### src/rtl/rx_ctrl_pkg.sv
// Shared types and default sizing for the UART receive sequencer.
package rx_ctrl_pkg;

   localparam int DEF_CLKS_PER_BIT = 10;
   localparam int DEF_DATA_BITS    = 8;

   typedef enum logic [2:0] {
      IDLE       = 3'd0,
      START      = 3'd1,
      DATA       = 3'd2,
      STOP_CHK   = 3'd3,
      FRAME_EVAL = 3'd4,
      LOAD       = 3'd5
   } rx_state_t;

endpackage

### src/rtl/rx_bit_timer.sv
// Up-counter with synchronous clear, count enable and a run-time terminal
// value. With WRAP set the count returns to zero after the terminal value,
// otherwise it holds there until cleared.
module rx_bit_timer #(
   parameter int WIDTH = 4,
   parameter bit WRAP  = 1'b1
) (
   input  logic             clk,
   input  logic             rst,
   input  logic             clear,
   input  logic             enable,
   input  logic [WIDTH-1:0] terminal,
   output logic [WIDTH-1:0] count
);

   // Counter register: clear wins over enable, never steps past terminal.
   always_ff @(posedge clk or posedge rst) begin
      if (rst) begin
         count <= '0;
      end else if (clear) begin
         count <= '0;
      end else if (enable) begin
         if (count == terminal) begin
            count <= WRAP ? '0 : count;
         end else begin
            count <= count + WIDTH'(1);
         end
      end else begin
         count <= count;
      end
   end

endmodule

### src/rtl/rx_seq_ctrl.sv
// Receive sequencer: times a UART frame from the start-bit detection,
// strobes the shift register at each bit centre (stop bit included), runs
// the stop-bit check and loads the data buffer on a clean frame.
// Optional feature macro: RX_START_VERIFY_EN (re-checks the line at the
// middle of the start bit and rejects glitches).
module rx_seq_ctrl
   import rx_ctrl_pkg::*;
#(
   parameter int CLKS_PER_BIT = DEF_CLKS_PER_BIT,
   parameter int DATA_BITS    = DEF_DATA_BITS
) (
   input  logic clk,
   input  logic rst,
   input  logic start_bit_detected,
   input  logic serial_in_sync,
   input  logic framing_error,
   output logic shift_strobe,
   output logic sbc_clear,
   output logic sbc_enable,
   output logic load_buffer,
   output logic rx_busy,
   output logic glitch_reject
);

   localparam int CW = $clog2(CLKS_PER_BIT);
   localparam int BW = $clog2(DATA_BITS + 2);

   // Last clk_cnt value of the half start bit and of a full bit period.
   localparam logic [CW-1:0] HALF_LAST = CW'(CLKS_PER_BIT / 2 - 1);
   localparam logic [CW-1:0] BIT_LAST  = CW'(CLKS_PER_BIT - 1);
   // bit_cnt value just before the stop-bit strobe, and its hold value.
   localparam logic [BW-1:0] LAST_IDX  = BW'(DATA_BITS);
   localparam logic [BW-1:0] BIT_TERM  = BW'(DATA_BITS + 1);

   rx_state_t       state;
   rx_state_t       next_state;
   logic [CW-1:0]   clk_cnt;
   logic [BW-1:0]   bit_cnt;
   logic [CW-1:0]   clk_term;
   logic            clk_clear;
   logic            clk_en;
   logic            bit_clear;
   logic            bit_en;

`ifndef RX_START_VERIFY_EN
   // The line level is only consulted by the start-bit verification.
   logic unused_serial;
   assign unused_serial = serial_in_sync;
`endif

   // Sample-period counter: half a bit in START, full bits in DATA.
   rx_bit_timer #(.WIDTH(CW), .WRAP(1'b1)) u_clk_timer (
      .clk      (clk),
      .rst      (rst),
      .clear    (clk_clear),
      .enable   (clk_en),
      .terminal (clk_term),
      .count    (clk_cnt)
   );

   // Strobed-bit counter: holds at DATA_BITS+1 until the next frame.
   rx_bit_timer #(.WIDTH(BW), .WRAP(1'b0)) u_bit_timer (
      .clk      (clk),
      .rst      (rst),
      .clear    (bit_clear),
      .enable   (bit_en),
      .terminal (BIT_TERM),
      .count    (bit_cnt)
   );

   // State register.
   always_ff @(posedge clk or posedge rst) begin
      if (rst) begin
         state <= IDLE;
      end else begin
         state <= next_state;
      end
   end

   // Next-state and output decode from the registered state and counters.
   always_comb begin
      next_state    = state;
      shift_strobe  = 1'b0;
      sbc_clear     = 1'b0;
      sbc_enable    = 1'b0;
      load_buffer   = 1'b0;
      glitch_reject = 1'b0;
      rx_busy       = (state != IDLE);
      clk_term      = BIT_LAST;
      clk_clear     = 1'b0;
      clk_en        = 1'b0;
      bit_clear     = 1'b0;
      bit_en        = 1'b0;
      case (state)
         IDLE: begin
            clk_clear = 1'b1;
            bit_clear = 1'b1;
            if (start_bit_detected) begin
               next_state = START;
            end else begin
               next_state = IDLE;
            end
         end
         START: begin
            clk_term  = HALF_LAST;
            clk_en    = 1'b1;
            sbc_clear = (clk_cnt == '0);
            if (clk_cnt == HALF_LAST) begin
`ifdef RX_START_VERIFY_EN
               if (serial_in_sync) begin
                  glitch_reject = 1'b1;
                  next_state    = IDLE;
               end else begin
                  next_state = DATA;
               end
`else
               next_state = DATA;
`endif
            end else begin
               next_state = START;
            end
         end
         DATA: begin
            clk_en = 1'b1;
            if (clk_cnt == BIT_LAST) begin
               shift_strobe = 1'b1;
               bit_en       = 1'b1;
               if (bit_cnt == LAST_IDX) begin
                  next_state = STOP_CHK;
               end else begin
                  next_state = DATA;
               end
            end else begin
               next_state = DATA;
            end
         end
         STOP_CHK: begin
            sbc_enable = 1'b1;
            next_state = FRAME_EVAL;
         end
         FRAME_EVAL: begin
            if (framing_error) begin
               next_state = IDLE;
            end else begin
               next_state = LOAD;
            end
         end
         LOAD: begin
            load_buffer = 1'b1;
            next_state  = IDLE;
         end
         default: begin
            next_state = IDLE;
         end
      endcase
   end

endmodule

### config.mk
export PLATFORM = sky130hd
export DESIGN_NAME = rx_seq_ctrl
export DESIGN_NICKNAME = d
export VERILOG_FILES = /design/src/rtl/rx_ctrl_pkg.sv /design/src/rtl/rx_bit_timer.sv /design/src/rtl/rx_seq_ctrl.sv
export SDC_FILE = /design/constraint.sdc
export NUM_CORES = 1
export LEC_CHECK = 0
export CAP_MARGIN = 10
export CORE_MARGIN = 2
export CORE_UTILIZATION = 55
export CTS_BUF_LIST = sky130_fd_sc_hd__clkbuf_4
export DETAILED_ROUTE_END_ITERATION = 12
export HOLD_SLACK_MARGIN = 0.06
export PLACE_DENSITY = 0.8
export SYNTH_ARGS = -nofsm -noshare
export SYNTH_HDL_FRONTEND = slang
export SYNTH_HIERARCHICAL = 1
export SYNTH_SLANG_ARGS = --single-unit
export TNS_END_PERCENT = 1
### constraint.sdc
create_clock -name clk -period 2 [get_ports clk]
set_input_delay 0.4 -clock clk [delete_from_list [all_inputs] [get_ports clk]]
set_output_delay 0.4 -clock clk [all_outputs]
set_load 0.01 [all_outputs]
==> key figures <==
Drt
  • Pre-Repair DR Iteration Count: 3
  • Detailed-route wire length per cell: 12.8 um
  • Vias: 648
  • Vias per cell: 5.45
  • Routed WL: 1520 um
  • Initial drt markers: 12
  • Antenna violation net count after detailed routing: 0
  • DRC violations left: 0

Power and ir drop
  • Clock power share: 12.8%
  • Static Leak: 0.000488 uW
  • Comb pwr share: 60.0%
  • Share of power burned in registers: 27.2%
  • VDD IR max: 1.01 mV
  • Total power: 1250 uW
  • Net Sw Power: 527 uW
  • Switch share: 42.3%
  • Power Density: 1270 mW/mm2
  • Total internal power: 718 uW

Layout
  • # nets final: 112
  • Design Area, Final: 980 um2
  • ANT cells: 0
  • # fillers: 105
  • Share of layout cells above drive strength 1: 24.0%
  • Cell Count, Final, Fillers Out: 119
  • Area grow syn2layout: 24.7%

Place
  • Final Wtd Congestion: 0.827
  • Dpl hpwl: 1210 um
  • Cells after DPL: 115
  • Dpl ws: 43.4 ps
  • Port Buffers: 8
  • Post-placement cell area: 941 um2

Critical path
  • Critical Path Max Stage Delay: 410 ps
  • Reg2reg setup slack: 150 ps
  • WP data required: 1600 ps
  • Crit path max fanout: 8
  • Startpoint Class: flip-flop
  • Critical Path AT: 1530 ps
  • Slowest-stage cell, CP: dfrtp_1
  • Cell Chain, Critical Path: buf_4 -> or3_1 -> dlygate4sd2_1
  • Critical Path End Type: output port
  • Setup CP Type: reg2out

CTS
  • CTS tree: done
  • CTS H-tree depth: 1
  • Root buffer cell: clkbuf_4
  • CTS Buf Count: 3
  • Post-cts sizing count: 8
  • Skew-Pair Late Insertion Delay: 260 ps
  • Register clock-pin slew on the reported worst setup and hold paths: 70 ps
  • Clock Sinks: 11
  • # hold bufs at CTS: 0
  • Clock Tree Buf Depth: 2
  • Setup Buffers After CTS: 0

STA
  • Clock skew: 2.04 ps
  • Fmax: 0.519 GHz
  • Final worst slack: 74.6 ps
  • Final Hold Fails: 0
  • Setup violators final: 0
  • RSZ-0062 raised after global routing: no
  • Setup TNS Final: 0 ps
  • Final period util: 96.3%
  • Post-layout min period: 1930 ps
  • Final Max Slew Viols: 0

Flow run
  • Maxcap violations: 0

Floorplan
  • DIE HEIGHT: 41.8 um
  • Top Ports: 11
  • Die Wd: 41.8 um
  • Initial core utilization: 59.6%
  • Die area: 0.00175 mm2
  • Core area: 0.00132 mm2
  • Rows: 13

Global route
  • Initial antenna violation count: 0
  • Gr usage total: 20.6%
  • GRT overflow: 0
  • Largest net degree at the start of global routing: 11
  • Wire length of the first global-routing pass: 2750 um
  • Vias in the first global route: 636

Logic synthesis
  • Number of enable flip-flop cells after synthesis: 0
  • Largest family of logic cells by synthesized area: simple AND/OR/NAND/NOR gates
  • Netlist cell types: 39
  • Ranking of synthesized cells by area: dfrtp_1 (35%), xor2_1 (10%), o41ai_4 (3.5%), nor2_1 (3.3%), ha_1 (3.2%)
  • Adder-Cell Fraction of Synth Area: 3.18%
  • Cell Area, Synth: 786 um2
  • Cells after Synth: 83
  • Synth top area share: 35.0%
  • Ys async rst share: 100%
  • Top FF cell, synth: dfrtp_1
  • Yosys warns: 6
  • Post-synth top area cell: dfrtp_1
  • Synth Area in XOR/XNOR: 10.0%
  • Seq cells post-synth: 11
  • Post-Synth Simple-Gate Area: 26.8%
  • Mux cell area share after synthesis: 2.55%
  • Register area share after synthesis: 35.0%
  • Synthesized area per cell: 9.47 um2
  • Synth Area in Compound Gates: 16.7%

Status
  • Outcome: complete, no violations

Min path
  • Hold Path Class: in2async
==> sequential cells by signal, summed over array words and instances, names as in the netlist <==
| signal | cells |
|---|---|
| u_clk_timer/count | 4 |
| state | 3 |
| u_bit_timer/count | 4 |
==> cell usage after synthesis (3+ instances only) <==
library cell / instances
a21oi_1: 4
dfrtp_1: 11
inv_1: 6
nand2_1: 3
nand3_1: 3
nor2_1: 7
or3_1: 3
xor2_1: 9
==> path summary, 6_finish.rpt <==
path                                 startpoint              endpoint  depth (start not counted)
max                                    state[2]               rx_busy                          3
min                                         rst              state[1]                          2
max reg2reg                            state[2]  u_clk_timer/count[2]                          5
min reg2reg                u_bit_timer/count[3]  u_bit_timer/count[3]                          2
max in group asynchronous                   rst  u_clk_timer/count[1]                          2
min in group clk           u_bit_timer/count[3]  u_bit_timer/count[3]                          2
==> final cells by class <==
type / count / area [um2] / area share [%]
Multi-Input combinational cell: 67 / 505 / 51.6
Timing Repair Buffer: 15 / 123 / 12.5
Tap cell: 15 / 18.8 / 1.92
Clock buffer: 4 / 30.0 / 3.07
Inverter: 7 / 26.3 / 2.68
Sequential cell: 11 / 277 / 28.2
==> cell usage in the layout (no fill, tap or decap), types with 2 or more instances in the layout <==
cell type	n
a21oi_1	4
buf_4	7
clkbuf_4	4
clkdlybuf4s50_1	3
conb_1	6
dfrtp_1	10
dlygate4sd2_1	4
ha_1	2
inv_1	6
mux2i_1	2
nand2_1	3
nand3_1	3
nor2_1	7
o21ai_0	2
or3_1	3
xor2_1	9
==> critical path: cells and delay by family, from the launching register on <==
family | cells | cell delay, ps
buf+inv | 2 | 460
flops | 1 | 410
simple gates | 1 | 380
==> power groups by stage <==
| stage | clock network (uW) | registers, uW | logic [uW] |
|---|---|---|---|
| finish | 159 | 339 | 747 |
| global route | 177 | 348 | 822 |
| CTS | 164 | 341 | 719 |
| detailed placement | 0 | 337 | 732 |
| global placement | 0 | 338 | 704 |
| floorplan | 0 | 347 | 467 |
==> kinds of logic after synthesis <==
group | Yosys count
simple gates | 33
compound gates | 15
flops | 11
xor+xnor | 9
buf+inv | 9
fa+ha+maj | 2
other cells | 2
mux | 2
==> through the flow <==
step	util [%]	hold WS (ps)
after detailed placement	71.4	600
final	74.4	370
after floorplan	-	154
after global placement	71.4	572
after CTS	74.0	376
after global routing	74.4	399
==> per-layer routing <==
layer  global-route usage [%]  up-vias  share of wire (%)
met2                     34.1        8                 53
met4                     7.74        0               0.46
met1                     26.6      309                 45
li1                         -      329                  -
met5                        0        -                  0
met3                     3.91        2                1.4
Power figures use the tool's default switching activity.
